**config.mk**
```make
export PLATFORM = sky130hd
export DESIGN_NAME = header_word_scheduler
export DESIGN_NICKNAME = d
export VERILOG_FILES = /design/src/rtl/header_word_scheduler_pkg.sv /design/src/rtl/header_word_scheduler.sv
export SDC_FILE = /design/constraint.sdc
export NUM_CORES = 1
export LEC_CHECK = 0
export ABC_AREA = 1
export CORE_ASPECT_RATIO = 0.6
export CORE_MARGIN = 5
export CORE_UTILIZATION = 40
export DETAILED_ROUTE_END_ITERATION = 8
export PLACE_DENSITY = 0.75
export SYNTH_ARGS = -nofsm -noshare
export SYNTH_HDL_FRONTEND = slang
export SYNTH_SLANG_ARGS = --single-unit
```
**constraint.sdc**
```tcl
create_clock -name clk -period 4.25 [get_ports clk]
set_clock_uncertainty 0.15 [all_clocks]
set_input_delay 0.85 -clock clk [delete_from_list [all_inputs] [get_ports clk]]
set_output_delay 0.85 -clock clk [all_outputs]
set_load 0.1 [all_outputs]
```
**src/rtl/header_word_scheduler_pkg.sv**
```systemverilog
// header_word_scheduler_pkg: shared constants and state encoding for the header word scheduler
`ifndef IOQ_SRC_PORT_POS
`define IOQ_SRC_PORT_POS 16
`endif
package header_word_scheduler_pkg;
    localparam logic [7:0] IOQ_CTRL = 8'hFF;
    typedef enum logic [1:0] {ST_IDLE, ST_MODHDR, ST_DATA, ST_DRAIN} state_t;
    localparam logic [2:0] WI_MAC_DST   = 3'd0;
    localparam logic [2:0] WI_ETHERTYPE = 3'd1;
    localparam logic [2:0] WI_TTL       = 3'd2;
    localparam logic [2:0] WI_IP_SRC    = 3'd3;
    localparam logic [2:0] WI_IP_DST_LO = 3'd4;
endpackage

```
**src/rtl/header_word_scheduler.sv**
```systemverilog
// header_word_scheduler: issues per-field word strobes to the header parser and gates packet starts
module header_word_scheduler
    import header_word_scheduler_pkg::*;
#(
    parameter int DATA_WIDTH = 64,
    parameter int CTRL_WIDTH = DATA_WIDTH / 8,
    parameter logic [CTRL_WIDTH-1:0] IOQ_CTRL = CTRL_WIDTH'(header_word_scheduler_pkg::IOQ_CTRL),
    parameter int CNT_WIDTH = 32
) (
    input  logic                  clk,
    input  logic                  reset,
    input  logic [CTRL_WIDTH-1:0] in_ctrl,
    input  logic                  in_wr,
    output logic                  in_rdy,
    input  logic                  header_parser_in_rdy,
    output logic                  word_IOQ,
    output logic                  word_MAC_DST,
    output logic                  word_MAC_SRC_HI,
    output logic                  word_MAC_SRC_LO,
    output logic                  word_ETHERTYPE,
    output logic                  word_IP_TTL,
    output logic                  word_IP_SRC,
    output logic                  word_IP_DST_HI,
    output logic                  word_IP_DST_LO,
    output logic                  word_LAST_USEFUL,
    output logic                  missing_ioq,
    output logic                  runt_pkt,
    output logic [CNT_WIDTH-1:0]  num_pkts,
    output logic [CNT_WIDTH-1:0]  num_runts
);
    state_t state, state_nxt;
    logic [2:0] wi, wi_nxt, didx;
    logic acc, is_ioq, is_data, data_word, eop, pkt_done;

    // back-pressure only gates a packet start; reset forces the idle view combinationally
    assign in_rdy = (!reset && state != ST_IDLE) || header_parser_in_rdy;
    assign acc = in_wr && in_rdy && !reset;
    assign is_ioq = in_ctrl == IOQ_CTRL;
    assign is_data = in_ctrl == '0;

    always_comb begin
        state_nxt = state;
        wi_nxt = wi;
        didx = wi;
        data_word = 1'b0;
        eop = 1'b0;
        pkt_done = 1'b0;
        word_IOQ = 1'b0;
        word_MAC_DST = 1'b0;
        word_MAC_SRC_HI = 1'b0;
        word_MAC_SRC_LO = 1'b0;
        word_ETHERTYPE = 1'b0;
        word_IP_TTL = 1'b0;
        word_IP_SRC = 1'b0;
        word_IP_DST_HI = 1'b0;
        word_IP_DST_LO = 1'b0;
        word_LAST_USEFUL = 1'b0;
        missing_ioq = 1'b0;
        runt_pkt = 1'b0;
        if (acc) begin
            case (state)
                ST_IDLE, ST_MODHDR: begin
                    word_IOQ = is_ioq;
                    missing_ioq = state == ST_IDLE && is_data;
                    data_word = is_data;
                    didx = WI_MAC_DST;
                    state_nxt = ST_MODHDR;
                end
                ST_DATA: begin
                    data_word = 1'b1;
                    eop = !is_data;
                end
                default: begin
                    state_nxt = is_data ? ST_DRAIN : ST_IDLE;
                    pkt_done = !is_data;
                end
            endcase
        end
        // an early EOP still closes the packet with LAST_USEFUL so parser FIFOs stay aligned
        if (data_word) begin
            word_MAC_DST = didx == WI_MAC_DST;
            word_MAC_SRC_HI = didx == WI_MAC_DST;
            word_MAC_SRC_LO = didx == WI_ETHERTYPE;
            word_ETHERTYPE = didx == WI_ETHERTYPE;
            word_IP_TTL = didx == WI_TTL;
            word_IP_SRC = didx == WI_IP_SRC;
            word_IP_DST_HI = didx == WI_IP_SRC;
            word_IP_DST_LO = didx == WI_IP_DST_LO;
            word_LAST_USEFUL = word_IP_DST_LO || eop;
            runt_pkt = eop && !word_IP_DST_LO;
            pkt_done = eop;
            state_nxt = eop ? ST_IDLE : (word_IP_DST_LO ? ST_DRAIN : ST_DATA);
            wi_nxt = (eop || word_IP_DST_LO) ? 3'd0 : didx + 3'd1;
        end
    end

    always_ff @(posedge clk) begin
        if (reset) begin
            state <= ST_IDLE;
            wi <= 3'd0;
            num_pkts <= '0;
            num_runts <= '0;
        end else begin
            state <= state_nxt;
            wi <= wi_nxt;
            if (pkt_done) num_pkts <= num_pkts + CNT_WIDTH'(1);
            if (runt_pkt) num_runts <= num_runts + CNT_WIDTH'(1);
        end
    end
endmodule

```
; ---- Yosys cells after proc, flatten, opt, wreduce, memory -nomap -nowiden
; Cells that the tools add are included.
[op_classes]
mux = 27
div = 0
n_lt_le_gt_ge = 0
n_mul = 0
n_bitwise = 0
shifts = 0
n_eq_ne = 8
n_reduce_logical = 18
add_sub_neg = 3
[ops]
columns = operator, n
row1 = $add 32x1->32 const B, 2
row2 = $mux 1, 18
row3 = $mux 3, 3
row4 = $eq 8x8->1 const B, 1
row5 = $logic_not 8->1, 1
row6 = $mux 2, 4
row7 = $eq 3x2->1 const B, 2
row8 = $logic_and 1x1->1, 5
row9 = $pmux 2 s2, 1
row10 = $reduce_bool 2->1, 2
row11 = $add 3x1->3 const B, 1
row12 = $eq 3x1->1 const B, 1
row13 = $eq 3x3->1 const B, 1
row14 = $logic_not 1->1, 3
row15 = $logic_not 3->1, 1
row16 = $reduce_or 3->1, 1
row17 = $eq 2x1->1 const B, 1
row18 = $eq 2x2->1 const B, 1
row19 = $logic_not 2->1, 1
row20 = $logic_or 1x1->1, 2
row21 = $ne 2x2->1 const B, 1
row22 = $pmux 1 s2, 1
row23 = $reduce_and 2->1, 1
row24 = $reduce_or 2->1, 1
[totals]
out_inout_bits = 77
elab_cells = 60
mem_bits_rw = 0
regBits = 69
mem_count = 0
latch_bits = 0
rom_bits = 0
in_bits = 12

; ---- Depth between registers and ports, before layout
; Gate-level depths: netlist (run 1).
[logic_depth]
word_depth = 10
ltp_mapped = 13
depth_no_buf = 11

; ---- Least setup slack after synthesis (run 1)
; OpenSTA, ideal clock, no wires.
[synth_path]
kind = input port to output port
startpoint = input port reset
endpoint = output port word_IP_SRC
t_arrival_ns = 3.752
setup_slack_ns = -0.502
required_time_ns = 3.250
cell_stages = 12
path_buffers = 2
cell_sequence = buf_6 > inv_4 > o21ai_2 > nand2_4 > nand3_2 > nand2_1 > inv_1 > ha_1 > ha_1 > inv_1 > nor2_1 > buf_4
[synth_via]
elab_chain_cells = 8
word_cells_on_any_way = 9
cone_classes = 1 x eq/ne / 3 x mux / 5 x reduce/logical
[synth_lines]
columns = element, line
row1 = "start, declared", header_word_scheduler.sv:11  ; input logic reset,
row2 = $logic_not 1->1 *, header_word_scheduler.sv:36  ; assign in_rdy = (!reset && state != ST_IDLE) || header_parser_in_rdy;
row3 = $logic_and 1x1->1 *, header_word_scheduler.sv:36
row4 = $logic_or 1x1->1 *, header_word_scheduler.sv:36
row5 = net in_rdy, header_word_scheduler.sv:14  ; output logic in_rdy,
row6 = $logic_and 1x1->1 * (2 in a row), header_word_scheduler.sv:37  ; assign acc = in_wr && in_rdy && !reset;
row7 = $mux 3, header_word_scheduler.sv:60  ; if (acc) begin
row8 = $eq 3x2->1, n/a
row9 = $mux 1 *, n/a
row10 = "end, declared", header_word_scheduler.sv:22  ; output logic word_IP_SRC,
; The timed path passes the listed nets; every way through them passes the cells marked *.

; ---- Worst setup path in the final report (run 1)
[layout_path]
startpoint = input port in_wr
endpoint = output port word_LAST_USEFUL
[layout_via]
elab_chain_cells = 6
word_cells_on_any_way = 8
cone_classes = 1 x eq/ne / 4 x mux / 3 x reduce/logical
[layout_lines]
columns = element, line
row1 = "start, declared", header_word_scheduler.sv:13  ; input logic in_wr,
row2 = $logic_and 1x1->1 * (2 in a row), header_word_scheduler.sv:37
row3 = $mux 3, header_word_scheduler.sv:60
row4 = $eq 3x3->1, header_word_scheduler.sv:88  ; word_IP_DST_LO = didx == WI_IP_DST_LO;
row5 = $logic_or 1x1->1, header_word_scheduler.sv:89  ; word_LAST_USEFUL = word_IP_DST_LO || eop;
row6 = $mux 1 *, header_word_scheduler.sv:80  ; if (data_word) begin
row7 = "end, declared", header_word_scheduler.sv:25  ; output logic word_LAST_USEFUL,
; Every way passes the cells marked *; elsewhere a longest branch is shown, timed or not.

==> results by group, run 1 <==
Route
  – ANT nets after route: 0
  – DR vias/cell: about 5.1
  – DRC errors left: 0
  – Total number of vias: roughly 5100
  – Iter 0 DRT Violations: between 500 and 600
  – Routed WL: 13920 microns
  – WL per Instance: around 14 microns
  – 1st-pass router iterations: 5

CTS
  – Post-CTS Setup Bufs: 0
  – Sink Count: just under 70
  – H-tree depth: 3
  – Clock Path Buffers: 2
  – TritonCTS clock tree: built
  – Post-CTS Resized: 0
  – Hold_buf cts: 0
  – TritonCTS Buffers: 9
  – Clock Latency Late Sink: 0.33 ns
  – Root Driver: clkbuf_16
  – Clk pin slew, worst setup/hold paths: ~0.050 ns

Die
  – Top Ports: between 80 and 90
  – Chip width: roughly 150 microns
  – Core area: around 11000 sq um
  – Die Area: 13780 sq um
  – Die height: between 90 and 100 microns
  – Initial Utilization: 0.4074
  – Cell Rows: 30

Yosys
  – Most instantiated cells after synthesis: nand2_1, nor2_1, dfxtp_1
  – Share of the synthesized area in the top cell type: 0.3011
  – Ys Warns: 0
  – Yosys cell types: 32
  – Cells after synthesis: 773
  – Count leader, synth: nand2_1
  – Asr flop ratio synth: 0
  – Sequential fraction of the synthesis area: 0.3011
  – Mapped Avg Cell Area: 5.936 sq um
  – Synth Register Bits: 69
  – Top cells by area, synth: dfxtp_1, nand2_1, nor2_1
  – Post-synth top area cell: dfxtp_1
  – Post-synth EDFFs: 0
  – Top FF cell, synth: dfxtp_1
  – Post-Synthesis Cell Area: approximately 4600 sq um
  – Synthesized Nets: between 700 and 800

GRT
  – Antenna violations before repair: 0
  – GRT Total Usage: 0.2038
  – GRT Residual Overflow: 0
  – First-pass GRT wire length: 22690 microns
  – Vias in the first global route: about 4400
  – Largest net degree at the start of global routing: 41

Timing
  – Worst setup margin: approximately 0.53 ns
  – RSZ-0062 raised after global routing: false
  – Period minus WS final: 3.720 ns
  – Slew at the pin closest to its max-slew limit: between 1 and 1.5 ns
  – Period utilisation layout: 0.8752
  – Final setup violation count: 0
  – Rel. slew slack: 0.3090
  – Fin. max-slew vios: 0
  – Final setup TNS: 0 ns
  – Fmax: approximately 0.27 GHz
  – Final Hold Fails: 0

Cells and area
  – Antenna Diode Count: 0
  – Share of layout cells above drive strength 1: 0.06643
  – Area grow syn2layout: 29.40%
  – Fin nets: a little under 900

Setup path
  – Cells along the critical path: clkdlybuf4s50_1, inv_1, nor2_2, nand3_2, nand2_1, ha_1, nand3_2, a21oi_2, buf_12
  – Type of origin of the critical path: input port
  – Slowest stage delay, CP: roughly 0.47 ns
  – Crit-path max FO: 5
  – CP Capture Type: output port
  – Slowest CP cell: clkdlybuf4s50_1
  – CP arrival: approximately 2.7 ns
  – Crit Path Category: input port to output port
  – Worst path top cell family by delay: buffers and inverters
  – Buffer and inverter count on the worst path: 3
  – Most common cell on crit path: nand3_2
  – R2R Setup Slk: just under 2 ns
  – Critical Path RT: 3.25 ns

Pwr
  – Pwr dens: 250.4 nW/um^2
  – Worst vdd ir: between 150 and 200 uV
  – P_leak: ~2.1 nW

Placed design
  – DP Wirelength: ~10000 microns
  – Routability Congestion: 0.9754
  – IO buf count: 88
  – Pre-CTS setup slack: 0.5393 ns

Hold path
  – Worst Hold Class: flop to flop

Flow run
  – Max_cap viols: 0

Outcome
  – Outcome: complete, no violations
power by group:
| group | switching, W | total, W | internal [W] |
|---|---|---|---|
| registers | 0.00000150 | 0.000649 | 0.000648 |
| clock network | 0.000284 | 0.000796 | 0.000511 |
| logic | 0.0000269 | 0.0000417 | 0.0000147 |
| total | 0.000313 | 0.00149 | 0.00117 |
flip-flops by register name, indices dropped and copies added (netlist names):
register	count
num_runts	32
wi	3
state	2
num_pkts	32
routing by layer:
metal | track usage | up-vias | wire (microns)
met1 | 0.3286 | 2245 | 7403
li1 | - | 2602 | -
met4 | 0.03613 | 0 | 84
met3 | 0.06846 | 10 | 1516
met2 | 0.2516 | 229 | 4916
met5 | 0 | - | 0
metrics by stage:
stage / cells / utilization / hold WS (ns) / total power (W) / instance area [sq um]
after floorplan: 773 / - / 0.3644 / 0.0006893 / 4606
after global placement: 986 / 0.4999 / 0.3458 / 0.0007055 / 5629
after detailed placement: 986 / 0.4999 / 0.3427 / 0.0007057 / 5629
after CTS: 1002 / 0.5272 / 0.3509 / 0.001506 / 5937
after global routing: 1002 / 0.5272 / 0.3802 / 0.001538 / 5937
final: 1002 / 0.5272 / 0.3546 / 0.001487 / 5937
cells by family (layout without fill, tap and decap cells):
| group | after synthesis | after routing | synth area share |
|---|---|---|---|
| adder cells (fa/ha/maj) | 7 | 7 | 0.01909 |
| XOR/XNOR | 19 | 19 | 0.03627 |
| buffers and inverters | 75 | 160 | 0.07826 |
| flip-flops | 69 | 69 | 0.3011 |
| AND/OR/NAND/NOR | 531 | 531 | 0.4838 |
| AO/OA/AOI/OAI | 72 | 72 | 0.08154 |
cells in the final DEF (no fill, tap or decap), types with 6 or more instances in the layout:
cell type,n
a21oi_1,54
buf_12,10
buf_4,8
clkbuf_16,9
clkdlybuf4s50_1,74
dfxtp_1,69
ha_1,7
inv_1,46
nand2_1,317
nand3_1,29
nand3b_1,27
nand4_1,6
nor2_1,129
nor2_2,6
o21ai_0,12
xnor2_1,8
xor2_1,11
worst reg2reg max path: stages (launching register included):
cell and delay (ns):
dfxtp_1 0.43, ha_1 0.36, inv_1 0.09, nor2_1 0.43, nand2_1 0.16, nor2_1 0.25, xor2_1 0.17, nand2_1 0.06
a21oi_1 0.13
worst paths after layout:
check	startpoint	end	cells past startpoint
max reg2reg	num_pkts[0]	num_pkts[16]	8
min reg2reg	num_runts[3]	num_runts[3]	2
max	in_wr	word_LAST_USEFUL	9
min	num_runts[3]	num_runts[3]	2
final cells by class:
class / count / area, sq um
well taps: 144 / 180.2
clock buffers: 11 / 232.7
flip-flops and latches: 69 / 1381
repair buffers: 93 / 1006
fillers: 1125 / 5324
clock inverters: 5 / 75.07
inverters: 51 / 196.4
multi-input cells: 629 / 2865
Power figures use the tool's default switching activity.
==> run 2, diff against run 1 <==
- MAX_ROUTING_LAYER: unset -> met4
- clock period: 4.25 -> 3.5 ns (I/O delays scaled with it)
==> run 2 against run 1 <==
  * Sequential cell count unchanged
  * First-iteration DRC count up 0.39%
  * Worst hold slack lost 0.0024 ns
  * Non-clock buffer count rose by 2
  * Largest power group unchanged
  * Critical path depth unchanged
  * Total power rose by 24%
  * Sequential share of layout area grew 0.23 points
  * Critical path type unchanged
  * Count of clock-buffer cells in the layout up 1
  * Register-to-register slack lost 0.74 ns
  * Sequential power is 21% higher
==> results by group, run 2 (same netlist as run 1, synthesis figures left out) <==
Route
  – DRC errors left: 0
  – WL per Instance: about 14 microns
  – Total number of vias: between 5000 and 6000
  – Iter 0 DRT Violations: 511
  – ANT nets after route: 0
  – Routed WL: 13940 microns
  – DR vias/cell: a little over 5
  – 1st-pass router iterations: 5

Setup path
  – Type of origin of the critical path: input port
  – Cells along the critical path: clkdlybuf4s50_1, inv_1, nor2_2, nand3_2, nand2_1, ha_1, nand3_2, a21oi_4, buf_12
  – CP arrival: around 2.5 ns
  – R2R Setup Slk: about 1.2 ns
  – CP Capture Type: output port
  – Crit-path max FO: 5
  – Reg2reg start: state[1]
  – Reg2reg end: num_runts[27]
  – Slowest stage delay, CP: approximately 0.45 ns
  – Critical Path RT: 2.65 ns
  – CP startpoint: in_wr
  – Slowest CP cell: clkdlybuf4s50_1
  – Crit path depth: 9
  – R2R depth: 10
  – Most common cell on crit path: nand3_2
  – CP endpoint: word_LAST_USEFUL
  – Crit Path Category: input port to output port
  – Buffer and inverter count on the worst path: 3
  – Worst path top cell family by delay: buffers and inverters

Pwr
  – Post-layout power: about 0.0018 W
  – P_leak: 2.230 nW
  – Pwr dens: between 300 and 400 nW/um^2
  – Worst vdd ir: 205.6 uV

Outcome
  – Outcome: complete, no violations

GRT
  – Vias in the first global route: ~4300
  – Largest net degree at the start of global routing: 54
  – Antenna violations before repair: 0
  – First-pass GRT wire length: approximately 23000 microns
  – GRT Residual Overflow: 0
  – GRT Total Usage: 0.2085

Cells and area
  – Multi-input gate area: between 2000 and 3000 sq um
  – Post-layout util: 0.5220
  – Top Registers: num_pkts x32, num_runts x32, wi x3
  – Share of layout cells above drive strength 1: 0.1453
  – Fin nets: a little under 900
  – Post-route cell area: approximately 5900 sq um
  – Area grow syn2layout: 28.12%
  – Filler Cell Count: between 1000 and 1500
  – Most frequent cells in the layout: nand2_1, nor2_1, buf_4, dfxtp_1, a21oi_1
  – Register area: between 1000 and 1500 sq um
  – Antenna Diode Count: 0
  – Most common cell after layout, fill and taps aside: nand2_1

Die
  – Cell Rows: 30
  – Top Ports: 89
  – Chip width: between 100 and 150 microns
  – Die Area: around 14000 sq um
  – Die height: about 93 microns
  – Initial Utilization: 0.4074
  – Core area: approximately 11000 sq um

Timing
  – Final Hold Fails: 0
  – Final setup violation count: 0
  – Period minus WS final: roughly 3.4 ns
  – Slew at the pin closest to its max-slew limit: a little over 0.6 ns
  – Period utilisation layout: 0.9632
  – Rel. slew slack: 0.5844
  – Fin. max-slew vios: 0
  – Fmax: between 0.2 and 0.3 GHz
  – RSZ-0062 raised after global routing: false

CTS
  – Root Driver: clkbuf_16
  – Sink Count: around 70
  – Clk pin slew, worst setup/hold paths: ~0.050 ns
  – TritonCTS clock tree: built
  – Hold_buf cts: 0
  – H-tree depth: 3
  – Clock Latency Late Sink: about 0.33 ns
  – TritonCTS Buffers: 9
  – Clock Path Buffers: 2

Placed design
  – DP Area: ~5600 sq um
  – IO buf count: just under 90
  – DP Wirelength: a little over 10000 microns
  – Routability Congestion: between 0.9 and 1

Flow run
  – Max_cap viols: 0

Hold path
  – Worst Hold Class: flop to flop
==> run 2: layout make-up <==
cell class,count,area share
clock buffer,12,0.04364
clock inverter,4,0.01192
inverter,51,0.03342
multi-input combinational,629,0.4926
sequential,69,0.2350
tap,144,0.03065
timing repair buffer,95,0.1528
==> run 2: stage by stage <==
stage	cells	setup slack, ns	hold WS [ns]	TNS [ns]
2_1_floorplan	773	-0.1130	0.3644	-0.2469
4_1_cts	1004	0.07852	0.3572	0
3_5_place_dp	988	0.08724	0.3474	0
6_report	1004	0.1288	0.3523	0
5_1_grt	1004	0.009595	0.3911	0
3_3_place_gp	988	0.1586	0.3412	0
==> run 2: repair_timing <==
action | in CTS | in global routing
setup buffers | 0 | 0
resized for setup | 0 | 0
endpoints found under the setup margin | 0 | 1
==> run 2: how the worst min path moves through the flow <==
stage	start	to	cells after the start
2_1_floorplan	wi[1]	wi[1]	4
3_3_place_gp	num_runts[31]	num_runts[31]	2
3_5_place_dp	num_pkts[2]	num_pkts[2]	2
4_1_cts	num_pkts[31]	num_pkts[31]	2
5_1_grt	num_runts[31]	num_runts[31]	2
6_report	num_pkts[2]	num_pkts[2]	2
==> run 2: tightest hold or removal path, delay by kind of cell (launching register included) <==
kind	cells	cell delay [ns]
buf+inv	1	0.07
flops	1	0.35
compound gates	1	0.05
==> run 2: power breakdown <==
| group | internal [W] | leakage, nW | switching (W) |
|---|---|---|---|
| Clock | 0.000661 | 0.163 | 0.000339 |
| Combinational | 0.0000202 | 1.51 | 0.0000343 |
| Sequential | 0.000787 | 0.556 | 0.00000183 |
| Total | 0.00147 | 2.23 | 0.000375 |
==> run 2: routing by layer <==
| metal | share of wire | global-route usage |
|---|---|---|
| met1 | 0.52 | 0.3178 |
| met2 | 0.37 | 0.2607 |
| met4 | 0.0073 | 0.03459 |
| met5 | 0 | - |
| met3 | 0.099 | 0.07188 |
==> variant 1 (settings of run 2) <==
The 4 states of `state_t` get a one-hot encoding in 4 bits.
--- a/src/rtl/header_word_scheduler_pkg.sv
+++ b/src/rtl/header_word_scheduler_pkg.sv
@@ -5,5 +5,5 @@
 package header_word_scheduler_pkg;
     localparam logic [7:0] IOQ_CTRL = 8'hFF;
-    typedef enum logic [1:0] {ST_IDLE, ST_MODHDR, ST_DATA, ST_DRAIN} state_t;
+    typedef enum logic [3:0] {ST_IDLE = 4'b0001, ST_MODHDR = 4'b0010, ST_DATA = 4'b0100, ST_DRAIN = 4'b1000} state_t;
     localparam logic [2:0] WI_MAC_DST   = 3'd0;
     localparam logic [2:0] WI_ETHERTYPE = 3'd1;
Behaviour: no difference found for any inputs over 10 cycles, from zero or initial values and one cycle with reset high; not proved beyond that.
==> variant 1 against run 2 <==
  * Sequential cell count grew 2
  * Area after synthesis grew 1.4%
  * Wire length increased by 1.8%
  * Design area increased by 0.23%
  * Core utilization shrank 0.22 points
  * Setup slack better by 0.043 ns
  * Critical path type unchanged
Power is not compared: it rests on default switching activity, and its combinational part moved more than twofold at a synthesized area within 25%.
==> variant 1: results (changes against run 2) <==
run_status:
  outcome: "complete, no violations"
place:
  dp_hpwl_mm: 10.6  # +2.1%
  place_inst: 945  # -4.4%
  dpl_cell_area_mm2: 0.00561  # +1.1%
  gp_congestion: 0.992  # +1.2%
  dp_slack_ns: 0.176  # +0.0885 ns
yosys:
  ys_types: 35  # +9.4%
  syn_nets: 733  # -7.4%
  syn_avg_cell_area_um2: 6.51  # +9.7%
  synth_area_leaders: "dfxtp_1, nand2_1, nor2_1"
  synth_commonest_cells: "nand2_1, nor2_1, dfxtp_1"
  ys_seq_area_frac: 0.306  # +0.00456
detailed_routing:
  routed-wl-met3_mm: 1.70  # +23%
  wl_met1_mm: 7.61  # +4.9%
  drt_pass1_iterations: 7  # +2
  drt_first_iter_violations: 584  # +14%
  post_drt_wl_per_cell_um: 14.8  # +6.3%
  wl_mm: 14.2  # +1.8%
  wl_met2_mm: 4.82  # -7.4%
  via_per_inst: 5.09  # about the same
pwr:
  p_leak_nw: 2.11
critical_path:
  regToRegSetupSlack_ns: 1.10  # -0.10 ns
  cp_data_arrival_time_ns: 2.48  # -0.04 ns
  timing.rr.start: "state[2]$_SDFFE_PP0P_"
  path_max_fanout: 6  # +1
  max_stage_delay_ns: 0.40  # -0.05 ns
  r2r_cells: 11  # +1
  rr_endpoint: "num_runts[6]$_SDFFE_PP0P_"
sta:
  hold_ws_ns: 0.322  # -0.0307 ns
  worstMarginPinSlew_ns: 0.781  # +0.157 ns
  min_period_over_period: 0.951  # -0.0123
grt:
  grt_usage: 0.210  # +0.00194
  grt_pass1_wl_mm: 22.9  # +1.3%
  grt_max_degree: 63  # +17%
  first_global_vias: 4306  # -0.94%
clocking:
  htreeDepth: 3  # unchanged
  clkTransAtPathRegs_ns: 0.05  # about the same
  cts.path.max_buffers: 2  # unchanged
finish:
  nets: 815  # -6.8%
  n_fill_cell: 1159  # +1.7%
  top_regs: "num_pkts (32), num_runts (32), state (4)"
  drive_above_1_share: 0.181  # +0.0357
worst_hold_path:
  worstHoldStart: "wi[0]$_SDFFE_PP0P_"
  hold_end: "wi[0]$_SDFFE_PP0P_"
floorplanning:
  die_width_um: 149  # +0.63%
  die_area_mm2: 0.0140  # +1.2%
==> variant 1: cell types whose count changed after synthesis, moves of 13 or more <==
cell	run 2	this run
nand2_1	317	219
nor2_1	132	102
nor3_1	5	29
nand3b_1	27	8
xor2_1	11	29
a21oi_2	1	14
==> variant 1: worst max path at each step <==
stage / from / endpoint / cells past startpoint
final: header_parser_in_rdy / runt_pkt / 10
after global routing: header_parser_in_rdy / word_IP_SRC / 11
after CTS: header_parser_in_rdy / runt_pkt / 10
after detailed placement: header_parser_in_rdy / word_LAST_USEFUL / 9
after global placement: header_parser_in_rdy / runt_pkt / 10
after floorplan: reset / word_LAST_USEFUL / 10
==> variant 1: report_power, final <==
| part | leakage [nW] | switching, mW | total (mW) | internal, mW |
|---|---|---|---|---|
| clock network | 0.136 | 0.339 | 0.855 | 0.517 |
| registers | 0.572 | 0.00382 | 0.816 | 0.812 |
| logic | 1.40 | 0.0762 | 0.110 | 0.0335 |
| total | 2.11 | 0.419 | 1.78 | 1.36 |
==> variant 1: cell families (layout without fill, tap and decap cells) <==
family	after synthesis	in the layout	share of synthesized area
simple gates	429	429	0.405
buf+inv	84	171	0.0907
compound gates	81	81	0.101
flops	71	71	0.306
xor+xnor	42	42	0.0791
fa+ha+maj	7	7	0.0188
==> variant 1: layout make-up <==
cell class	count	area, um^2	share of cell area
Clock buffer	13	260	0.0442
Inverter	59	231	0.0393
Multi-Input combinational cell	559	2860	0.485
Sequential cell	71	1420	0.241
Clock inverter	3	17.5	0.00297
Tap cell	160	200	0.0340
Timing Repair Buffer	96	906	0.154
==> variant 1: through the flow <==
stage / setup TNS, ns / power, mW
final: 0 / 1.78
after global routing: 0 / 1.85
after CTS: 0 / 1.80
after detailed placement: 0 / 0.943
after global placement: 0 / 0.942
after floorplan: -0.271 / 0.909
==> variant 1: routing by layer <==
metal	GRT usage	up-vias
li1	-	2453
met5	-	-
met2	0.237	236
met1	0.338	2195
met3	0.0794	12
met4	0.0320	0
==> variant 1: worst min-delay path: stages, from the launching register on <==
cell,delay [ns]
dfxtp_1,0.30
nand2_1,0.06
a21oi_1,0.06
==> variant 2 (settings of run 2) <==
Without the edit above. `DATA_WIDTH`: 64 -> 72.
--- a/src/rtl/header_word_scheduler.sv
+++ b/src/rtl/header_word_scheduler.sv
@@ -3,5 +3,5 @@
     import header_word_scheduler_pkg::*;
 #(
-    parameter int DATA_WIDTH = 64,
+    parameter int DATA_WIDTH = 72,
     parameter int CTRL_WIDTH = DATA_WIDTH / 8,
     parameter logic [CTRL_WIDTH-1:0] IOQ_CTRL = CTRL_WIDTH'(header_word_scheduler_pkg::IOQ_CTRL),
Ports: changed (resized in_ctrl); port bits go from 89 to 90. The function was not compared with the original's and may differ.
==> variant 2 against run 2 <==
  * Wire length grew 2.7%
  * Core utilization grew 0.18 points
  * Sequential cell count is the same
  * Sequential share of layout area grew 0.075 points
  * Via count grew 0.31%
  * Design area shrank 0.32%
  * Area after synthesis shrank 1.2%
  * Sequential power grew 0.9%
  * Setup slack gained 0.078 ns
  * Total power shrank 1.4%
==> variant 2: results (changes against run 2) <==
pwr:
  p_leak_nw: 2.24  # +0.23%
  comb_power_share: 0.055  # +0.025
  pwr_density_cell_mw_per_mm2: 310  # -1.1%
  p_seq_uw: 795  # +0.9%
  max-vdd-ir-drop_uv: 222  # +7.8%
finish:
  clock_area_frac: 0.0510  # -0.00452
  area_delta_synth_final_pct: 29.3
  multiInputGateArea_mm2: 0.00290  # about the same
  clock_buffer_count: 9  # -3
  seq_share: 0.236  # +0.000753
  nets: 866  # -0.92%
  n_fill_cell: 1127  # -1.1%
  multi_input_cells: 619  # -1.6%
  buffers_excl_clock: 99  # +4.2%
  nNonClkInverters: 48  # -5.9%
critical_path:
  max_stage_delay_ns: 0.57  # +0.12 ns
  path_max_fanout: 7  # +2
  rr_endpoint: "num_runts[26]$_SDFFE_PP0P_"
worst_hold_path:
  worstHoldStart: "num_runts[31]$_SDFFE_PP0P_"
floorplanning:
  die_width_um: 147  # -0.56%
yosys:
  syn_avg_cell_area_um2: 5.96  # +0.36%
place:
  place_inst: 979  # -0.91%
  dp_slack_ns: 0.174  # +0.0863 ns
grt:
  grt_pass1_wl_mm: 23.0  # +1.9%
sta:
  min_period_over_period: 0.941  # -0.0222
run_status:
  outcome: "complete, no violations"
-- variant 2: changes by cell type after synthesis, sizes merged, moves of 2 or more --
cell,run 2,this run
inv,51,48
nand3,31,55
nand4,6,4
xnor2,8,10
a21oi,55,61
nor2,137,124
o21ai,14,10
nor4,0,2
nand2,322,302
nor3,5,2
-- variant 2: cell families (layout without fill, tap and decap cells) --
group	count (synthesis)	after routing	synth area share
compound gates	73	73	0.0825
simple gates	518	518	0.480
flops	69	69	0.305
xor+xnor	21	21	0.0406
fa+ha+maj	7	7	0.0193
buf+inv	73	163	0.0729
-- variant 2: worst register-to-register path: cells and delay by family (launching register included) --
family / cells / cell delay, ns
and+or+nand+nor: 7 / 0.98
DFF: 1 / 0.52
adders and majority gates: 1 / 0.37
buffers and inverters: 1 / 0.12
AOI/OAI and AO/OA: 1 / 0.06
-- variant 2: routing by layer --
metal,global-route usage,up-vias,wire length [um]
li1,-,2589,-
met1,0.342,2270,7450
met3,0.0670,9,1860
met4,0.0357,0,87
met2,0.247,262,4930
met5,-,-,0
